$ cat config.mk
export PLATFORM = sky130hd
export DESIGN_NAME = param_data_loader
export DESIGN_NICKNAME = d
export VERILOG_FILES = /design/src/rtl/param_data_loader.sv
export SDC_FILE = /design/constraint.sdc
export NUM_CORES = 1
export LEC_CHECK = 0
export ABC_AREA = 1
export CAP_MARGIN = 20
export CORE_UTILIZATION = 30
export DETAILED_ROUTE_END_ITERATION = 10
export GPL_TIMING_DRIVEN = 0
export SYNTH_ARGS = -nofsm -noshare
export SYNTH_HDL_FRONTEND = slang
export SYNTH_SLANG_ARGS = --single-unit
$ cat constraint.sdc
create_clock -name clk -period 2.1 [get_ports clk]
set_clock_uncertainty 0.15 [all_clocks]
set_input_delay 0.63 -clock clk [delete_from_list [all_inputs] [get_ports clk]]
set_output_delay 0.63 -clock clk [all_outputs]
set_load 0.01 [all_outputs]
$ cat src/rtl/param_data_loader.sv
// Streams per-PE feature and weight vectors from a read memory into a PE array.
// Write enables and accumulate pulses are delayed to line up with the returning read data.
module param_data_loader #(
   parameter int unsigned NUM_PE    = 4,
   parameter int unsigned VEC_LEN   = 3,
   parameter int unsigned DATA_W    = 8,
   parameter int unsigned ADDR_W    = 6,
   parameter int unsigned MEM_LAT   = 1,
   parameter int unsigned FEAT_BASE = 0,
   parameter int unsigned WGT_BASE  = 12
) (
   input  logic              clk,
   input  logic              rst,
   input  logic              start_i,
   input  logic              en_i,
   input  logic [DATA_W-1:0] mem_data_i,
   output logic [ADDR_W-1:0] mem_addr_o,
   output logic              mem_rd_o,
   output logic [DATA_W-1:0] data_o,
   output logic [NUM_PE-1:0] feat_en_o,
   output logic [NUM_PE-1:0] wgt_en_o,
   output logic [7:0]        elem_idx_o,
   output logic [NUM_PE-1:0] acc_en_o,
   output logic              busy_o,
   output logic              done_o
);

   localparam int unsigned PeW = (NUM_PE > 1) ? $clog2(NUM_PE) : 1;

   typedef enum logic [2:0] {StIdle, StLoadF, StLoadW, StAcc, StDrain} state_e;

   typedef struct packed {
      logic [NUM_PE-1:0] feat;
      logic [NUM_PE-1:0] wgt;
      logic [7:0]        k;
      logic [NUM_PE-1:0] acc;
   } token_t;

   state_e            state_q, state_d;
   logic [PeW-1:0]    pe_q, pe_d;
   logic [7:0]        k_q, k_d;
   logic [ADDR_W-1:0] addr_q, addr_d;
   logic              rd_q, rd_d;
   logic [NUM_PE-1:0] pe_onehot;
   logic              issue;
   logic              last_k;
   logic              last_pe;
   token_t            issue_tok;
   token_t            tok_q;
   token_t            pipe_q [MEM_LAT];
   token_t            pipe_out;

   assign last_k   = (k_q == 8'(VEC_LEN - 1));
   assign last_pe  = (pe_q == PeW'(NUM_PE - 1));
   assign pipe_out = pipe_q[MEM_LAT-1];
   assign issue    = en_i && (state_q inside {StLoadF, StLoadW, StAcc});

   // State register
   always_ff @(posedge clk) begin
      if (rst) begin
         state_q <= StIdle;
      end else begin
         state_q <= state_d;
      end
   end

   // Next-state and counter logic; en_i low freezes everything while issuing
   always_comb begin
      state_d = state_q;
      pe_d    = pe_q;
      k_d     = k_q;
      unique case (state_q)
         StIdle: begin
            if (start_i) begin
               state_d = StLoadF;
               pe_d    = '0;
               k_d     = '0;
            end
         end
         StLoadF: begin
            if (en_i) begin
               if (last_k) begin
                  state_d = StLoadW;
                  k_d     = '0;
               end else begin
                  k_d = k_q + 8'd1;
               end
            end
         end
         StLoadW: begin
            if (en_i) begin
               if (last_k) begin
                  state_d = StAcc;
                  k_d     = '0;
               end else begin
                  k_d = k_q + 8'd1;
               end
            end
         end
         StAcc: begin
            if (en_i) begin
               if (last_pe) begin
                  state_d = StDrain;
               end else begin
                  pe_d    = pe_q + PeW'(1);
                  state_d = StLoadF;
               end
            end
         end
         StDrain: begin
            // Only one acc token for the last PE exists per job
            if (pipe_out.acc[NUM_PE-1]) begin
               state_d = StIdle;
            end
         end
         default: state_d = StIdle;
      endcase
   end

   // Issue-side outputs: next read address/strobe and the token entering the delay line
   always_comb begin
      pe_onehot = '0;
      for (int unsigned i = 0; i < NUM_PE; i++) begin
         pe_onehot[i] = (pe_q == PeW'(i));
      end
      issue_tok = '0;
      addr_d    = addr_q;
      rd_d      = 1'b0;
      if (issue) begin
         case (state_q)
            StLoadF: begin
               addr_d         = ADDR_W'(FEAT_BASE + 32'(pe_q) * VEC_LEN + 32'(k_q));
               rd_d           = 1'b1;
               issue_tok.feat = pe_onehot;
               issue_tok.k    = k_q;
            end
            StLoadW: begin
               addr_d        = ADDR_W'(WGT_BASE + 32'(pe_q) * VEC_LEN + 32'(k_q));
               rd_d          = 1'b1;
               issue_tok.wgt = pe_onehot;
               issue_tok.k   = k_q;
            end
            StAcc: begin
               issue_tok.acc = pe_onehot;
            end
            default: ;
         endcase
      end
      busy_o = (state_q != StIdle);
      done_o = (state_q == StDrain) && pipe_out.acc[NUM_PE-1];
   end

   // Counters, read port register and the MEM_LAT-deep token delay line
   always_ff @(posedge clk) begin
      if (rst) begin
         pe_q   <= '0;
         k_q    <= '0;
         addr_q <= '0;
         rd_q   <= 1'b0;
         tok_q  <= '0;
         for (int unsigned i = 0; i < MEM_LAT; i++) begin
            pipe_q[i] <= '0;
         end
      end else begin
         pe_q      <= pe_d;
         k_q       <= k_d;
         addr_q    <= addr_d;
         rd_q      <= rd_d;
         tok_q     <= issue_tok;
         pipe_q[0] <= tok_q;
         for (int unsigned i = 1; i < MEM_LAT; i++) begin
            pipe_q[i] <= pipe_q[i-1];
         end
      end
   end

   assign mem_addr_o = addr_q;
   assign mem_rd_o   = rd_q;
   assign data_o     = mem_data_i;
   assign feat_en_o  = pipe_out.feat;
   assign wgt_en_o   = pipe_out.wgt;
   assign elem_idx_o = pipe_out.k;
   assign acc_en_o   = pipe_out.acc;

endmodule

Word-level counts from Yosys, hierarchy flattened

Memory sizes are Yosys's and may differ from the RTL's.
Index checks and enable logic that the tools add are counted.

Register bits after elaboration: 40
Bits in writable memories: 20
Input port bits: 12
Logic and storage cells: 82
Memories: 1

Memory list:

| memory | words | bits a word | read ports | clocked after memory_dff | write ports | line | text |
|---|---|---|---|---|---|---|---|
| pipe_q | 1     | 20          | 1          | 0                        | 1           | 50   | `token_t pipe_q [MEM_LAT];` |

$add $sub $neg: 5
$mul: 1
Equality and inequality tests: 17
Mux-type cells: 24
Bitwise operators: 5
Reductions and logical operators: 20

Operators by type and width:

| operator              | number |
|---|---|
| $mux W3               | 8 |
| $mux W8               | 3 |
| $mux W20              | 1 |
| $reduce_or A20 Y1     | 1 |
| $ne A2 B2 Y1 const B  | 8 |
| $pmux W8 S2           | 1 |
| $pmux W3 S5           | 1 |
| $pmux W6 S2           | 1 |
| $reduce_or A3 Y1      | 4 |
| $add A8 B1 Y8 const B | 1 |
| $eq A8 B2 Y1 const B  | 1 |
| $reduce_and A7 Y1     | 1 |
| $add A4 B6 Y6         | 1 |
| $add A5 B6 Y6         | 1 |
| $eq A3 B2 Y1 const B  | 2 |
| $mux W2               | 3 |
| $reduce_bool A2 Y1    | 3 |
| $reduce_bool A3 Y1    | 2 |
| $add A4 B4 Y5 const A | 1 |
| $mux W1               | 5 |
| $not A1 Y1            | 5 |
| $eq A2 B2 Y1 const B  | 2 |
| $mul A2 B2 Y4 const B | 1 |
| $pmux W2 S2           | 1 |
| other kinds (12)      | 14 |

Longest topological paths before layout

Gate-level depths: netlist (run 1).

Depth in word-level cells: 5
Mapped depth: 15
Mapped depth without buffers: 15

Worst setup path before layout (run 1)

Ideal clock, no wire load.

Path kind: reg-to-reg
Start: register pe_q[0]
End: register addr_q[5] (netlist: mem_addr_o[5])
Library setup time: 0.117 ns
Arrival: 2.023 ns
Required time: 1.833 ns
Setup slack: -0.190 ns
Cell stages (with the launch flop): 15
Path buffers: 0
Period minus slack after synthesis: 2.290 ns
Cells stage by stage: dfxtp_1 -> inv_1 -> ha_1 -> ha_1 -> inv_1 -> fa_1 -> nand2_1 -> nand2_1 -> nand2_1 -> nand2_1 -> nand2_1 -> nand3_1 -> nand2_1 -> nor2_1 -> nor2_1

Cells in the longest elaborated chain, start to end: 4
Elaborated cells between the ends (all ways): 5
Those cells by class: add/sub (3); mul (1); mux (1)

Ends and longest elaborated chain:

| what                     | line     | text |
|---|---|---|
| start: declaration       | 40       | `logic [PeW-1:0] pe_q, pe_d;` |
| start signal: assignment | 165      | `pe_q <= pe_d;` |
| $mul A2 B2 Y4 (*)        | 132, 138 |  |
| $add A4 B4 Y5            | 138      | `addr_d = ADDR_W'(WGT_BASE + 32'(pe_q) * VEC_LEN + 32'(k_q));` |
| $add A5 B6 Y6            | 138      |  |
| $pmux W6 S2 (*)          | 130      | `case (state_q)` |
| end signal: assignment   | 167      | `addr_q <= addr_d;` |
| end: declaration         | 42       | `logic [ADDR_W-1:0] addr_q, addr_d;` |

Every way passes the cells marked *; elsewhere a longest branch is shown, timed or not.
A chain may end at the register's enable or synchronous reset.

Worst setup path after layout (run 1)

Ends and elaborated chain as after synthesis.

==> results of run 1 <==
==> layer usage <==
layer,wire (um),vias up,track usage [%]
li1,-,1225,-
met1,2720,991,16.6
met2,2520,74,19.2
met3,303,11,4.46
met4,112,0,7.01
met5,0,-,0
==> logic make-up (layout without fill, tap and decap cells) <==
logic type	Yosys count	in the layout	synth area share [%]
compound gates	35	35	7.12
fa+ha+maj	20	20	9.68
simple gates	174	174	27.5
xor+xnor	2	2	0.639
buf+inv	74	135	11.3
flops	60	60	43.8
==> cell type report <==
class / instances / area [um2] / share of cell area [%]
Buffer: 13 / 80.1 / 2.22
Clock buffer: 12 / 165 / 4.58
Clock inverter: 3 / 45.0 / 1.25
Inverter: 61 / 234 / 6.48
Multi-Input combinational cell: 231 / 1290 / 35.8
Sequential cell: 60 / 1220 / 33.7
Tap cell: 108 / 135 / 3.74
Timing Repair Buffer: 46 / 440 / 12.2
==> power by group through the flow <==
stage | clock network [mW] | registers (mW) | logic (mW)
after floorplan | 0 | 1.32 | 0.573
after global routing | 1.17 | 1.33 | 0.964
after detailed placement | 0 | 1.32 | 0.847
after CTS | 1.11 | 1.31 | 0.850
after global placement | 0 | 1.32 | 0.833
final | 1.08 | 1.31 | 0.868
==> final timing paths <==
kind | start | to | slack (ns) | cells after the start
max | pe_q[0] | mem_addr_o[5] | -0.14 | 14
min | tok_q[7] | pipe_q[0][7] | 0.25 | 2
max reg2reg | pe_q[0] | mem_addr_o[5] | -0.14 | 14
min reg2reg | tok_q[7] | pipe_q[0][7] | 0.25 | 2
==> stage by stage <==
step / hold slack (ns) / cell area [um2] / worst slack (ns) / TNS, ns / utilization (%)
2_1_floorplan: 0.238 / 2770 / -0.0702 / -0.0702 / -
4_1_cts: 0.251 / 3590 / -0.0912 / -0.203 / 40.9
6_report: 0.248 / 3610 / -0.143 / -0.270 / 41.2
3_3_place_gp: 0.243 / 3290 / -0.232 / -0.791 / 37.6
3_5_place_dp: 0.242 / 3290 / -0.227 / -0.746 / 37.6
5_1_grt: 0.267 / 3610 / -0.247 / -0.712 / 41.2
==> synthesized netlist by cell type <==
cell,number,area (um2)
nor4_1,1,6.26
nand3b_1,2,15.0
o21ai_4,1,16.3
a21oi_1,18,90.1
or2_2,1,6.26
nor2_8,1,20.0
clkbuf_2,1,5.00
clkbuf_1,4,15.0
inv_2,5,18.8
nand2_2,1,6.26
nor2_1,74,278
nor3b_1,1,7.51
dfxtp_1,60,1200
o21ai_0,12,60.1
nand4_1,2,12.5
xor2_1,2,17.5
nor3_1,3,15.0
buf_4,8,60.1
inv_1,56,210
o211ai_1,2,15.0
nand2_4,3,33.8
fa_1,2,40.0
nand3_1,9,45.0
ha_1,18,225
nand3_4,1,17.5
nand2_1,73,274
nand3_2,1,10.0
o21bai_1,1,7.51
nor2_2,1,6.26
a31oi_1,1,6.26
==> registers in the layout (all words and copies together), names as in the netlist <==
| signal | flops |
|---|---|
| k_q | 8 |
| mem_addr_o | 6 |
| mem_rd_o | 1 |
| pe_q | 2 |
| pipe_q | 20 |
| state_q | 3 |
| tok_q | 20 |
==> worst register-to-register path, cell delays in order (launching register included) <==
cell and delay, ns:
dfxtp_4 0.38, inv_4 0.05, ha_4 0.28, ha_4 0.13, inv_2 0.03, fa_1 0.52, nand2_1 0.07, nand2_2 0.09
nand2_2 0.06, nand2_1 0.06, nand2_1 0.06, nand3_1 0.08, nand2_1 0.05, nor2_1 0.08, nor2_1 0.04
==> what timing repair did <==
item,4_1_cts,5_1_grt
endpoints found under the setup margin,5,8
gates resized for setup,18,6
hold endpoints to repair,0,0
buffers inserted,5,3
pin swaps,10,7
==> impl_metrics.yaml, run 1 <==
status:
  run_status: "complete, but fails checks"
  failed_checks: "setup timing"
sta:
  slew_headroom_pct: 63.0
  setup_viol: 4
  tightest_slew_ns: 0.555
  drv_slew: 0
  max_freq_mhz: 446
  finalHoldViolCount: 0
  finalCritPeriodShare_pct: 107
  period_minus_slack_ns: 2.24
  grt_setup_unrepaired: "true"
  worst_slack_ns: -0.143
route:
  vias: 2301
  viasPerCell: 4.31
  drtAntennaViolNets: 0
  wirelength_um: 5650
  first_iter_violations: 125
  dr.pass1.iters: 4
  post-route-drc-count: 0
  wire_per_inst_um: 10.6
run:
  maxCapViolCount: 0
final_layout:
  final_common_cell: "nor2_1"
  mostFrequentLayoutCells: "72 x nor2_1, 70 x nand2_1, 54 x dfxtp_1"
  fin_cells: 534
  antenna_cells: 0
  fin_nets: 454
  drive_above_1_share_pct: 15.5
  num-fill-cells: 889
  syn2layout_area_growth_pct: 31.6
critical_path:
  required_ns: 2.18
  cp-end-kind: "flip-flop"
  crit_slowest_cell: "fa_1"
  path_buf_inv: 2
  cp_common_cell: "nand2_1"
  cpPeakStageDelay_ns: 0.52
  cp.arrival_ns: 2.32
  worstPathMaxFanout: 4
  crit_chain: "inv_4 > ha_4 > ha_4 > inv_2 > fa_1 > nand2_1 > nand2_2 > nand2_2 > nand2_1 > nand2_1 > nand3_1 > nand2_1 > nor2_1 > nor2_1"
  cp-start-kind: "flip-flop"
  crit_type: "flip-flop to flip-flop"
  cp_top_family: "adder cells"
worst_hold_path:
  hp-class: "flip-flop to flip-flop"
power:
  p_seq_share_pct: 40.3
  ir_drop_uv: 386
  power_switching_mw: 1.08
  switching_share_pct: 33.1
  internal-power_mw: 2.18
  p_leak_nw: 1.52
  powerDensity_nw_per_um2: 903
  power_mw: 3.26
  p_clk_share_pct: 33.0
  pwr-share-comb_pct: 26.6
grt:
  overflow: 0
  grt_start_max_net_pins: 11
  grt_use_total_pct: 13.0
  grt_pass1_vias: 2153
  grt_pass1_wl_um: 9740
  antenna_found_initial: 0
die:
  fp.coreArea_um2: 8760
  dieArea_um2: 9520
  core.rowCount: 34
  initial_utilization_pct: 31.3
  ios: 49
  fp.dieW_um: 97.6
  dieHeight_um: 97.6
clock_tree:
  clock_latency_ns: 0.33
  cts_tree: "done"
  cts_buffer_depth: 2
  cts_inserted_buffers: 9
  path_clk_slew_ns: 0.07
  htreeDepth: 3
  cts_sinks: 60
  clockRootBuffer: "clkbuf_8"
  postCtsHoldBufs: 0
yosys:
  synth_nets: 397
  synth-seq-cells: 60
  syn_area_um2: 2740
  yosys_warnings: 0
  netlist_instances: 365
  yosysUniqueCellTypes: 30
  ys_seq_area_share_pct: 43.8
  avgSynthCellArea_um2: 7.51
place:
  io_buffer_count: 39
  post-place-cells: 512
  dp_hpwl_um: 4130
  gp_congestion: 0.818
No activity file was read; power rests on OpenSTA's default activity.
==> run 2: changes to the inputs <==
RECOVER_POWER = 100   (was unset)
==> impl_metrics.yaml, run 2 (synthesis results as in run 1) <==
die:
  initial_utilization_pct: 31.3
  dieArea_um2: 9520
  dieHeight_um: 97.6
  core.rowCount: 34
  ios: 49
  fp.coreArea_um2: 8760
  fp.dieW_um: 97.6
sta:
  period_minus_slack_ns: 2.24
  max_freq_mhz: 446
  setup_tns_ns: -0.270
  finalCritPeriodShare_pct: 107
  slew_headroom_pct: 63.0
  tightest_slew_ns: 0.555
  setup_viol: 4
  grt_setup_unrepaired: "true"
  drv_slew: 0
  finalHoldViolCount: 0
  worst_slack_ns: -0.143
status:
  run_status: "complete, but fails checks"
  failed_checks: "setup timing"
power:
  pwr-share-comb_pct: 26.6
  switching_share_pct: 33.1
  p_leak_nw: 1.52
  power_mw: 3.26
  powerDensity_nw_per_um2: 903
  power_switching_mw: 1.08
  ir_drop_uv: 386
  internal-power_mw: 2.18
  p_seq_share_pct: 40.3
  p_clk_share_pct: 33.1
worst_hold_path:
  hp-class: "flip-flop to flip-flop"
final_layout:
  regArea_um2: 1210
  multi_input_area_um2: 1290
  num-fill-cells: 890
  drive_above_1_share_pct: 15.0
  final_common_cell: "nor2_1"
  fin_util_pct: 41.2
  syn2layout_area_growth_pct: 31.6
  reg_top3: "pipe_q x20, tok_q x20, k_q x8"
  mostFrequentLayoutCells: "72 x nor2_1, 70 x nand2_1, 55 x dfxtp_1"
  fin_nets: 454
  antenna_cells: 0
route:
  wirelength_um: 5650
  viasPerCell: 4.31
  vias: 2301
  dr.pass1.iters: 4
  post-route-drc-count: 0
  wire_per_inst_um: 10.6
  first_iter_violations: 133
  drtAntennaViolNets: 0
critical_path:
  crit_type: "flip-flop to flip-flop"
  crit_slowest_cell: "fa_1"
  cp.arrival_ns: 2.32
  cp-end-kind: "flip-flop"
  worstPathMaxFanout: 4
  path_buf_inv: 2
  cp_common_cell: "nand2_1"
  cp-start-kind: "flip-flop"
  cp_top_family: "adder cells"
  required_ns: 2.18
  crit_chain: "inv_4 > ha_4 > ha_4 > inv_2 > fa_1 > nand2_1 > nand2_2 > nand2_2 > nand2_1 > nand2_1 > nand3_1 > nand2_1 > nor2_1 > nor2_1"
  cpPeakStageDelay_ns: 0.52
clock_tree:
  clockRootBuffer: "clkbuf_8"
  htreeDepth: 3
  cts_buffer_depth: 2
  cts_tree: "done"
  cts_inserted_buffers: 9
  clock_latency_ns: 0.33
  path_clk_slew_ns: 0.07
  cts_sinks: 60
place:
  gp_congestion: 0.818
  dp_hpwl_um: 4130
  io_buffer_count: 39
grt:
  grt_pass1_vias: 2153
  grt_use_total_pct: 13.0
  grt_start_max_net_pins: 11
  overflow: 0
  grt_pass1_wl_um: 9740
  antenna_found_initial: 0
run:
  maxCapViolCount: 0
## run 2: what timing repair did
item / 4_1_cts / 5_1_grt
hold buffers: 0 / 0
setup endpoints to repair: 5 / 8
gates resized for setup: 18 / 6
pin swaps: 10 / 7
buffers inserted: 5 / 3
## run 2: cell type report
| class | count | share of cell area (%) |
|---|---|---|
| Sequential cell | 60 | 33.7 |
| Timing Repair Buffer | 46 | 12.2 |
| Clock buffer | 12 | 4.58 |
| Tap cell | 108 | 3.75 |
| Clock inverter | 3 | 1.25 |
| Buffer | 13 | 2.22 |
| Inverter | 61 | 6.49 |
| Multi-Input combinational cell | 231 | 35.8 |
## run 2: power groups by stage
stage / registers, mW / logic, mW / clock network, mW
floorplan: 1.32 / 0.573 / 0
global placement: 1.32 / 0.833 / 0
detailed placement: 1.32 / 0.847 / 0
CTS: 1.31 / 0.850 / 1.11
global route: 1.32 / 0.963 / 1.17
finish: 1.31 / 0.867 / 1.08
## run 2: stage by stage
step | instances | setup WS, ns | area [um2] | hold slack [ns]
6_report | 534 | -0.143 | 3610 | 0.248
5_1_grt | 534 | -0.247 | 3610 | 0.267
4_1_cts | 532 | -0.0912 | 3590 | 0.251
3_5_place_dp | 512 | -0.227 | 3290 | 0.242
3_3_place_gp | 512 | -0.232 | 3290 | 0.243
2_1_floorplan | 365 | -0.0702 | 2770 | 0.238
## run 2: layer usage
metal	track usage, %	share of wire (%)	up-vias
li1	-	-	1225
met5	0	0	-
met3	4.46	5.4	11
met2	19.2	45	74
met4	7.01	2.0	0
met1	16.6	48	991
## run 2: tightest hold or removal path: stages (launching register included)
cell and delay (ns):
dfxtp_1 0.30, inv_1 0.04, nor2_1 0.03
## run 2: worst paths after layout
path	start	to	slack (ns)	cells after the start
max	pe_q[0]	mem_addr_o[5]	-0.14	14
min	tok_q[7]	pipe_q[0][7]	0.25	2
min reg2reg	tok_q[7]	pipe_q[0][7]	0.25	2
max reg2reg	pe_q[0]	mem_addr_o[5]	-0.14	14
==> run 3: changes to the inputs <==
==> constraint.sdc (replaced) <==
create_clock -name clk -period 2.1 [get_ports clk]
set_clock_uncertainty 0.15 [all_clocks]
set_input_delay 0.42 -clock clk [delete_from_list [all_inputs] [get_ports clk]]
set_output_delay 0.42 -clock clk [all_outputs]
set_load 0.01 [all_outputs]
==> impl_metrics.yaml, run 3 (synthesis results as in run 1) <==
clock_tree:
  clockRootBuffer: "clkbuf_8"
  cts_buffer_depth: 2
  cts_inserted_buffers: 9
  cts_tree: "done"
  htreeDepth: 3
  cts_sinks: 60
  clock_latency_ns: 0.33
  path_clk_slew_ns: 0.07
power:
  powerDensity_nw_per_um2: 904
  p_leak_nw: 1.53
  ir_drop_uv: 384
critical_path:
  ff2ff_path_depth: 14
  reg2reg_slack_ns: -0.14
  cp-end-kind: "flip-flop"
  r2r_start: "pe_q[0]"
  cp-start-kind: "flip-flop"
  crit_type: "flip-flop to flip-flop"
  regToRegEndpoint: "mem_addr_o[5]"
  required_ns: 2.18
  worstPathMaxFanout: 4
  cp.arrival_ns: 2.32
grt:
  grt_pass1_vias: 2140
  grt_use_total_pct: 12.9
  overflow: 0
  antenna_found_initial: 0
  grt_pass1_wl_um: 9690
  grt_start_max_net_pins: 11
die:
  ios: 49
  fp.dieW_um: 97.6
  initial_utilization_pct: 31.3
  dieArea_um2: 9520
  fp.coreArea_um2: 8760
  core.rowCount: 34
  dieHeight_um: 97.6
route:
  drtAntennaViolNets: 0
  post-route-drc-count: 0
  wire_per_inst_um: 10.6
  viasPerCell: 4.28
  dr.pass1.iters: 4
  vias: 2281
  wirelength_um: 5640
  first_iter_violations: 200
final_layout:
  drive_above_1_share_pct: 14.4
  design_area_um2: 3590
  reg_top3: "pipe_q x20, tok_q x20, k_q x8"
  mostFrequentLayoutCells: "73 x nor2_1, 70 x nand2_1, 55 x dfxtp_1"
  syn2layout_area_growth_pct: 30.9
  fin_nets: 453
  final_common_cell: "nor2_1"
  num-fill-cells: 889
  antenna_cells: 0
sta:
  max_freq_mhz: 446
  tightest_slew_ns: 0.550
  slew_headroom_pct: 63.3
  finalCritPeriodShare_pct: 107
  grt_setup_unrepaired: "true"
  finalHoldViolCount: 0
  setup_viol: 4
  period_minus_slack_ns: 2.24
  drv_slew: 0
  worst_slack_ns: -0.141
worst_hold_path:
  hold_depth: 2
  hold_end: "pipe_q[0][7]"
  hp-start: "tok_q[7]"
  hp-class: "flip-flop to flip-flop"
status:
  failed_checks: "setup timing"
  run_status: "complete, but fails checks"
run:
  maxCapViolCount: 0
place:
  gp_congestion: 0.818
  placed_cell_area_um2: 3290
  io_buffer_count: 39
  preCtsSetupSlack_ns: -0.227
  dp_hpwl_um: 4130
[run 3: power breakdown]
| group | switching, mW | internal (mW) | leakage [nW] |
|---|---|---|---|
| clock | 0.444 | 0.638 | 0.101 |
| sequential | 0.0849 | 1.22 | 0.488 |
| combinational | 0.542 | 0.317 | 0.940 |
| total | 1.07 | 2.17 | 1.53 |
[run 3: repair_timing]
action                                  in CTS  in global routing
setup buffers                                4                  3
pin swaps                                    9                  7
hold buffers                                 0                  0
endpoints found under the setup margin       5                  7
gates resized for setup                     14                  3
hold endpoints to repair                     0                  0
[run 3: metrics by stage]
step / cells / power, mW / hold WS, ns / util (%) / setup TNS [ns]
after floorplan: 365 / 1.89 / 0.238 / - / -0.0702
after global placement: 512 / 2.15 / 0.243 / 37.6 / -0.497
after detailed placement: 512 / 2.17 / 0.242 / 37.6 / -0.444
after CTS: 531 / 3.27 / 0.251 / 40.7 / -0.0926
after global routing: 533 / 3.44 / 0.267 / 40.9 / -0.713
final: 533 / 3.24 / 0.248 / 40.9 / -0.220
[run 3: how the worst max path moves through the flow]
stage	from	to	slack, ns
after floorplan	pe_q[0]	mem_addr_o[5]	-0.07
after global placement	pe_q[0]	mem_addr_o[5]	-0.23
after detailed placement	pe_q[0]	mem_addr_o[5]	-0.23
after CTS	pe_q[0]	mem_addr_o[5]	-0.09
after global routing	pe_q[0]	mem_addr_o[5]	-0.25
final	pe_q[0]	mem_addr_o[5]	-0.14
[run 3: routing by layer]
metal / global-route usage [%] / vias to the layer above / part of all wire, %
met3: 4.46 / 8 / 5.9
met1: 16.7 / 981 / 48
met4: 7.01 / 0 / 1.4
met5: 0 / - / 0
li1: - / 1222 / -
met2: 18.8 / 70 / 45
[run 3: layout make-up]
class,instances,area [um2],area share (%)
multi-input combinational,231,1280,35.6
sequential,60,1210,33.9
timing repair buffer,45,437,12.2
inverter,61,231,6.45
clock buffer,12,165,4.60
tap,108,135,3.77
buffer,13,80.1,2.23
clock inverter,3,45.0,1.26
[run 3: worst max-delay path, stage by stage (launching register included)]
cell and delay (ns):
dfxtp_4 0.38, inv_4 0.05, ha_4 0.28, ha_4 0.13, inv_2 0.03, fa_1 0.52, nand2_1 0.07, nand2_2 0.09
nand2_2 0.06, nand2_1 0.06, nand2_1 0.06, nand3_1 0.08, nand2_1 0.05, nor2_1 0.08, nor2_1 0.04
